### src/rtl/stopwatch_pkg.sv
// Shared types and constants for the stopwatch timekeeping core.
package stopwatch_pkg;

    localparam int unsigned BCD_W        = 4;
    localparam int unsigned SEC_WRAP_DEF = 60;
    localparam int unsigned MIN_WRAP_DEF = 60;

    typedef enum logic {
        ST_RUN    = 1'b0,
        ST_PAUSED = 1'b1
    } state_e;

endpackage

### src/rtl/bcd_mod_counter.sv
// Two-digit BCD counter modulo WRAP; at_max flags the WRAP-1 value combinationally.
module bcd_mod_counter
    import stopwatch_pkg::*;
#(
    parameter int unsigned WRAP = 60
) (
    input  logic             clk,
    input  logic             rst,
    input  logic             inc,
    output logic [BCD_W-1:0] tens,
    output logic [BCD_W-1:0] ones,
    output logic             at_max
);

    localparam logic [BCD_W-1:0] MAX_TENS = BCD_W'((WRAP - 1) / 10);
    localparam logic [BCD_W-1:0] MAX_ONES = BCD_W'((WRAP - 1) % 10);
    localparam logic [BCD_W-1:0] NINE     = BCD_W'(9);

    logic [BCD_W-1:0] tens_q, tens_d;
    logic [BCD_W-1:0] ones_q, ones_d;

    assign at_max = (tens_q == MAX_TENS) && (ones_q == MAX_ONES);
    assign tens   = tens_q;
    assign ones   = ones_q;

    always_comb begin
        tens_d = tens_q;
        ones_d = ones_q;
        if (inc) begin
            if (at_max) begin
                tens_d = '0;
                ones_d = '0;
            end else if (ones_q == NINE) begin
                tens_d = tens_q + BCD_W'(1);
                ones_d = '0;
            end else begin
                ones_d = ones_q + BCD_W'(1);
            end
        end
    end

    always_ff @(posedge clk or posedge rst) begin
        if (rst) begin
            tens_q <= '0;
            ones_q <= '0;
        end else begin
            tens_q <= tens_d;
            ones_q <= ones_d;
        end
    end

endmodule

### src/rtl/stopwatch_counter.sv
// MM:SS stopwatch core: run/pause FSM, normal counting with carry, and per-field adjust.
module stopwatch_counter
    import stopwatch_pkg::*;
#(
    parameter int unsigned SEC_WRAP = SEC_WRAP_DEF,
    parameter int unsigned MIN_WRAP = MIN_WRAP_DEF
) (
    input  logic             clk,
    input  logic             rst,
    input  logic             tick_1hz,
    input  logic             tick_2hz,
    input  logic             pause_pulse,
    input  logic             adj,
    input  logic             sel,
    output logic [BCD_W-1:0] min_tens,
    output logic [BCD_W-1:0] min_ones,
    output logic [BCD_W-1:0] sec_tens,
    output logic [BCD_W-1:0] sec_ones,
    output logic             running,
    output logic             adj_active,
    output logic             rollover
);

    state_e state_q, state_d;
    logic   adj_q, adj_d;
    logic   sel_q, sel_d;
    logic   rollover_q, rollover_d;

    logic   norm_tick_c;
    logic   sec_inc_c;
    logic   min_inc_c;
    logic   sec_at_max_c;
    logic   min_at_max_c;

    // Mode decisions use the registered adj/sel, so a change applies from the following tick.
    always_comb begin
        state_d     = state_q;
        adj_d       = adj;
        sel_d       = sel;
        rollover_d  = 1'b0;
        norm_tick_c = !adj_q && tick_1hz && (state_q == ST_RUN);
        sec_inc_c   = norm_tick_c || (adj_q && tick_2hz && sel_q);
        min_inc_c   = (norm_tick_c && sec_at_max_c) || (adj_q && tick_2hz && !sel_q);

        if (norm_tick_c && sec_at_max_c && min_at_max_c) begin
            rollover_d = 1'b1;
        end

        case (state_q)
            ST_RUN:    if (pause_pulse) state_d = ST_PAUSED;
            ST_PAUSED: if (pause_pulse) state_d = ST_RUN;
            default:   state_d = ST_RUN;
        endcase
    end

    always_ff @(posedge clk or posedge rst) begin
        if (rst) begin
            state_q    <= ST_RUN;
            adj_q      <= 1'b0;
            sel_q      <= 1'b0;
            rollover_q <= 1'b0;
        end else begin
            state_q    <= state_d;
            adj_q      <= adj_d;
            sel_q      <= sel_d;
            rollover_q <= rollover_d;
        end
    end

    bcd_mod_counter #(.WRAP(SEC_WRAP)) u_sec (
        .clk    (clk),
        .rst    (rst),
        .inc    (sec_inc_c),
        .tens   (sec_tens),
        .ones   (sec_ones),
        .at_max (sec_at_max_c)
    );

    bcd_mod_counter #(.WRAP(MIN_WRAP)) u_min (
        .clk    (clk),
        .rst    (rst),
        .inc    (min_inc_c),
        .tens   (min_tens),
        .ones   (min_ones),
        .at_max (min_at_max_c)
    );

    assign running    = (state_q == ST_RUN);
    assign adj_active = adj_q;
    assign rollover   = rollover_q;

endmodule

### config.mk
export PLATFORM = sky130hd
export DESIGN_NAME = stopwatch_counter
export DESIGN_NICKNAME = d
export VERILOG_FILES = /design/src/rtl/stopwatch_pkg.sv /design/src/rtl/bcd_mod_counter.sv /design/src/rtl/stopwatch_counter.sv
export SDC_FILE = /design/constraint.sdc
export NUM_CORES = 1
export LEC_CHECK = 0
export CORE_UTILIZATION = 45
export CTS_BUF_LIST = sky130_fd_sc_hd__clkbuf_4 sky130_fd_sc_hd__clkbuf_8
export CTS_CLUSTER_DIAMETER = 80
export CTS_CLUSTER_SIZE = 10
export DETAILED_ROUTE_END_ITERATION = 8
export PLACE_DENSITY = 0.76
export SKIP_LAST_GASP = 1
export SLEW_MARGIN = 30
export SYNTH_ARGS = -nofsm -noshare
export SYNTH_HDL_FRONTEND = slang
export SYNTH_HIERARCHICAL = 1
export SYNTH_SLANG_ARGS = --single-unit
### constraint.sdc
create_clock -name clk -period 1.9 [get_ports clk]
set_input_delay 0.57 -clock clk [delete_from_list [all_inputs] [get_ports clk]]
set_output_delay 0.57 -clock clk [all_outputs]
set_load 0.05 [all_outputs]
==> Word level (Yosys, flattened, before mapping) <==
Index checks and enable logic that the tools add are counted.
{ "word_totals": {"mem_count": 0, "ram_bits": 0, "inputBits": 7, "latch_bits": 0, "rom_bits": 0, "out_inout_bits": 19, "reg_bits": 20, "wordCells": 46} }
{ "op_classes": {"n_shift": 0, "bitwise_logic": 1, "order_cmp": 0, "n_div": 0, "multipliers": 0, "reduce_logical": 17, "n_mux": 12, "n_addsub": 4, "eq_ne": 4} }
{ "op_table": {"columns": ["cell", "count"], "rows": [
  ["$mux 4", 8],
  ["$add 4x1->4 const B", 4],
  ["$logic_and 1x1->1", 9],
  ["$eq 4x3->1 const B", 2],
  ["$eq 4x4->1 const B", 2],
  ["$reduce_and 2->1", 2],
  ["$reduce_bool 2->1", 2],
  ["$mux 1", 3],
  ["$logic_not 1->1", 2],
  ["$logic_or 1x1->1", 2],
  ["$pmux 1 s2", 1],
  ["$not 1->1", 1]
]} }

==> Logic depth before layout (Yosys ltp) <==
{ "logic_depth": {"depth_word": 6, "mapped_depth": 10, "mapped_depth_nobuf": 9} }

==> Hierarchy <==
Netlist, hierarchy kept.
{ "by_module_without_submodules": {"columns": ["module", "cells_per_inst", "area_each_um2", "seq_area_each_um2", "instances"], "rows": [
  ["bcd_mod_counter", 46, 461.7, 200.2, 2],
  ["stopwatch_counter", 14, 175.2, 100.1, 1]
]} }

==> Worst setup path after synthesis <==
No wires, ideal clock.
{ "synth_path": {"path_kind": "reg-to-reg", "startpoint": "register u_sec.ones_q[0] (netlist: u_sec/ones[0])", "endpoint": "register u_min.tens_q[3] (netlist: u_min/tens[3])", "arrival_time_ps": 2367, "setup_ps": 68, "n_path_buf": 1, "synth_period_minus_slack_ps": 2435, "setup_slack_ps": -535, "required_ps": 1832, "path_stages_with_launch": 10, "path_cell_list": "dfrtp_1 > ha_1 > nand3b_1 > nor2_1 > nand3b_4 > o22ai_1 > buf_4 > nand4b_2 > or4_1 > nand2_1"} }
{ "synth_via": {"elab_chain_cells": 5} }
{ "synth_lines": {"columns": ["item", "line", "rtl"], "rows": [
  ["from (decl)", "bcd_mod_counter.sv:20", "logic [BCD_W-1:0] ones_q, ones_d;"],
  ["from (signal assigned)", "bcd_mod_counter.sv:48", "ones_q <= ones_d;"],
  ["$eq 4x4->1", "bcd_mod_counter.sv:22", "assign at_max = (tens_q == MAX_TENS) && (ones_q == MAX_ONES);"],
  ["$logic_and 1x1->1", "bcd_mod_counter.sv:22", null],
  ["net sec_at_max_c", "stopwatch_counter.sv:32", "logic sec_at_max_c;"],
  ["$logic_and 1x1->1", "stopwatch_counter.sv:43", "min_inc_c = (norm_tick_c && sec_at_max_c) || (adj_q && tick_2hz && !sel_q);"],
  ["$logic_or 1x1->1", "stopwatch_counter.sv:43", null],
  ["net min_inc_c", "stopwatch_counter.sv:31", "logic min_inc_c;"],
  ["$reduce_and 2->1 (no line)", null, null],
  ["to (signal assigned)", "bcd_mod_counter.sv:47", "tens_q <= tens_d;"],
  ["to (decl)", "bcd_mod_counter.sv:19", "logic [BCD_W-1:0] tens_q, tens_d;"]
]} }
The timed path passes the listed nets, and every way through them passes these cells.
A chain may end at the register's enable or synchronous reset.

==> Worst setup path in the final report <==
{ "layout_path": {"startpoint": "register u_sec.tens_q[1] (netlist: u_sec/tens[1])", "endpoint": "register u_min.tens_q[3] (netlist: u_min/tens[3])"} }
{ "layout_via": {"elab_chain_cells": 5} }
{ "layout_lines": {"columns": ["item", "line"], "rows": [
  ["from (decl)", "bcd_mod_counter.sv:19"],
  ["from (signal assigned)", "bcd_mod_counter.sv:47"],
  ["$eq 4x3->1", "bcd_mod_counter.sv:22"],
  ["$logic_and 1x1->1", "bcd_mod_counter.sv:22"],
  ["net sec_at_max_c", "stopwatch_counter.sv:32"],
  ["$logic_and 1x1->1", "stopwatch_counter.sv:43"],
  ["$logic_or 1x1->1", "stopwatch_counter.sv:43"],
  ["net min_inc_c", "stopwatch_counter.sv:31"],
  ["$reduce_and 2->1 (no line)", null]
]} }
The timed path passes the listed nets, and every way through them passes these cells.

==> impl_metrics.env <==
export IMPL_area_growth_pct=58.3
export IMPL_drt_pass1_iter_count=4
export IMPL_nets=173
export IMPL_io_pins=26
export IMPL_die_h_um=51.4
export IMPL_p_clk_frac=0.080
export IMPL_dp_cells=175
export IMPL_fmax_mhz=523
export IMPL_critPathArrivalTime_ns=2.16
export IMPL_worst_slew_pin_slew_ns=0.391
export IMPL_multi_input_comb_area_um2=627
export IMPL_p_seq_frac=0.277
export IMPL_fin_crit_ns=1.91
export IMPL_regArea_um2=507
export IMPL_placed_area_mm2=0.00162
export IMPL_routed_via_density=5.41
export IMPL_route_detailed_drc=0
export IMPL_timing_hold_violations_final=0
export IMPL_slew_headroom=0.739
export IMPL_yosysUniqueCellTypes=24
export IMPL_crit_start="u_sec/tens[1]$_DFFE_PP0P_"
export IMPL_synth_compound_area_frac=0.131
export IMPL_peakVddDrop_v=0.00116
export IMPL_io_buffers=25
export IMPL_wl_per_cell_um=15.4
export IMPL_post_dp_hpwl_mm=2.15
export IMPL_worstSetupEndpointType="flip-flop"
export IMPL_cts_tree="yes"
export IMPL_syn_inst=106
export IMPL_synthAdderAreaFrac=0.0911
export IMPL_clk_latency_ns=0.30
export IMPL_hp_class="primary input to async pin"
export IMPL_slew_viol_final=0
export IMPL_fill_cells=167
export IMPL_synth_top_family_by_area="simple AND/OR/NAND/NOR gates"
export IMPL_synthXorXnorAreaFrac=0.00797
export IMPL_grt_use_total=0.243
export IMPL_drt_iter0_drc=20
export IMPL_dr_total_vias=1001
export IMPL_numCtsBuffers=3
export IMPL_timing_rr_start="u_sec/tens[1]$_DFFE_PP0P_"
export IMPL_rows=17
export IMPL_r2r_end="u_min/tens[3]$_DFFE_PP0P_"
export IMPL_power_total_w=0.00286
export IMPL_status="complete, but fails checks"
export IMPL_leakage_nw=0.854
export IMPL_ant_nets=0
export IMPL_pwr_share_comb=0.643
export IMPL_instances_no_fill=185
export IMPL_synth_mux_area_frac=0.0182
export IMPL_skew_ns=0.00580
export IMPL_antenna_cells=0
export IMPL_dieArea_mm2=0.00264
export IMPL_fin_crit_sh=1.01
export IMPL_synth_simple_area_share=0.255
export IMPL_setup_viol=2
export IMPL_max_cap_viol_count=0
export IMPL_internal_power_w=0.00153
export IMPL_syn_area_per_cell_um2=10.4
export IMPL_startpoint_type="flip-flop"
export IMPL_post_place_ws_ns=-0.330
export IMPL_setup_tns_ns=-0.0210
export IMPL_p_sw_frac=0.463
export IMPL_rsz0062_at_grt="true"
export IMPL_cts_sinks=20
export IMPL_start_util=0.487
export IMPL_reg2reg_slack_ns=-0.01
export IMPL_root_buffer="clkbuf_4"
export IMPL_yosys_warnings=6
export IMPL_cts_buffer_depth=2
export IMPL_htreeDepth=1
export IMPL_cp_slowest_cell="dfrtp_2"
export IMPL_core_area_mm2=0.00225
export IMPL_clk_pin_slew_ns=0.12
export IMPL_max_stage_delay_ns=0.43
export IMPL_die_w_um=51.4
export IMPL_synth_seq_cells=20
export IMPL_synth_fp_nets=121
export IMPL_crit_fanout=3
export IMPL_syn_area_mm2=0.00110
export IMPL_cp_num_buf_inv=1
export IMPL_required_ns=2.14
export IMPL_worstPathCellList="inv_2 > ha_4 > nand3b_1 > nor2_2 > nand3b_4 > o22ai_4 > nand4b_4 > or4_1 > nand2_1"
export IMPL_place_congestion=0.714
export IMPL_cp_top_family="simple AND/OR/NAND/NOR gates"
export IMPL_grt_overflow=0
export IMPL_power_switching_w=0.00132
export IMPL_fin_ws_ns=-0.0123
export IMPL_violations="setup timing"
export IMPL_grt_max_degree=12
export IMPL_antenna_found_initial=0
export IMPL_detail_route_wirelength_mm=2.85
export IMPL_rr_worst_depth=9
export IMPL_grt_pass1_wl_mm=4.69
export IMPL_fin_area_mm2=0.00174
export IMPL_ctsHoldBuffers=0
export IMPL_grt_pass1_vias=1050
export IMPL_powerDensity_mw_per_mm2=1640
export IMPL_crit_type="flip-flop to flip-flop"
export IMPL_layout_drive_gt1_share=0.452
export IMPL_yosysSeqAreaShare=0.456
-- repair_timing --
item	4_1_cts	5_1_grt
setup buffers	3	3
gates cloned	0	0
gates resized for setup	5	5
pin swaps	3	6
setup endpoints to repair	6	5
-- synth_stat cells, drive strengths merged --
cell type  number  share of area
a21boi          2          0.014
a211oi          2          0.014
nor3b           3          0.025
or4             2          0.014
o22ai           3          0.017
buf             2          0.014
nor2b           2          0.011
xor2            1         0.0080
nand3           3          0.014
nand3b          7          0.059
nand2b          1         0.0057
nor2            2         0.0068
a21o            4          0.027
nand4b          2          0.027
and4b           4          0.041
o21ai          13          0.059
ha              8          0.091
nand2          15          0.051
inv             8          0.027
dfrtp          20           0.46
mux2i           2          0.018
-- worst max-delay path by stage --
stage	end	slack, ns	cells after the start
3_5_place_dp	u_min/tens[3]$_DFFE_PP0P_	-0.33	6
5_1_grt	u_min/tens[3]$_DFFE_PP0P_	-0.09	9
3_3_place_gp	u_min/tens[3]$_DFFE_PP0P_	-0.28	6
2_1_floorplan	u_min/tens[3]$_DFFE_PP0P_	-0.23	9
4_1_cts	u_min/tens[3]$_DFFE_PP0P_	0.006	9
6_report	u_min/tens[3]$_DFFE_PP0P_	-0.01	9
-- area by class of cell --
class	instances	area share
Multi-Input combinational cell	76	0.360
Tap cell	28	0.0201
Timing Repair Buffer	49	0.294
Inverter	8	0.0173
Clock buffer	4	0.0173
Sequential cell	20	0.291
-- worst reg2reg max path: stages (launching register included) --
cell and delay, ns:
dfrtp_2 0.43, inv_2 0.07, ha_4 0.13, nand3b_1 0.12
nor2_2 0.19, nand3b_4 0.10, o22ai_4 0.22, nand4b_4 0.12
or4_1 0.41, nand2_1 0.07
-- cell families after synthesis --
family / Yosys count
AND/OR/NAND/NOR: 41
XOR/XNOR: 1
buffers and inverters: 10
AO/OA/AOI/OAI: 24
flip-flops: 20
adder cells (fa/ha/maj): 8
multiplexers: 2
-- state kept, by name, summed over array words and instances (netlist names) --
register and count:
sel_q 1, rollover 1, u_sec/ones 4, adj_active 1
u_sec/tens 4, state_q 1, u_min/tens 4, u_min/ones 4
-- metal layers --
metal | vias up | GRT usage | routed length (um)
met4 | 0 | 0.104 | 17
met2 | 19 | 0.470 | 1610
met5 | - | 0 | 0
met1 | 496 | 0.252 | 1140
met3 | 2 | 0.0387 | 78
li1 | 484 | - | -
-- placed cells by master, fill, tap and decap left out, drive strengths merged, types with 3 or more instances in the layout --
master	instances
a21o	4
and4b	4
buf	43
clkbuf	4
clkdlybuf4s50	5
dfrtp	20
ha	8
inv	8
nand2	15
nand3	3
nand3b	7
nor3b	3
o21ai	13
o22ai	3
-- stage by stage --
stage | hold WS (ns) | util
after floorplan | 0.336 | -
after global placement | 0.509 | 0.716
after detailed placement | 0.523 | 0.716
after CTS | 0.534 | 0.751
after global routing | 0.527 | 0.771
final | 0.538 | 0.771
-- power groups by stage --
stage	Sequential [W]	Combinational, W	Clock (W)
after floorplan	0.00125	0.000449	0
after global placement	0.000762	0.00169	0
after detailed placement	0.000786	0.00177	0
after CTS	0.000784	0.00181	0.000235
after global routing	0.000815	0.00195	0.000252
final	0.000791	0.00184	0.000229
Power figures use the tool's default switching activity.
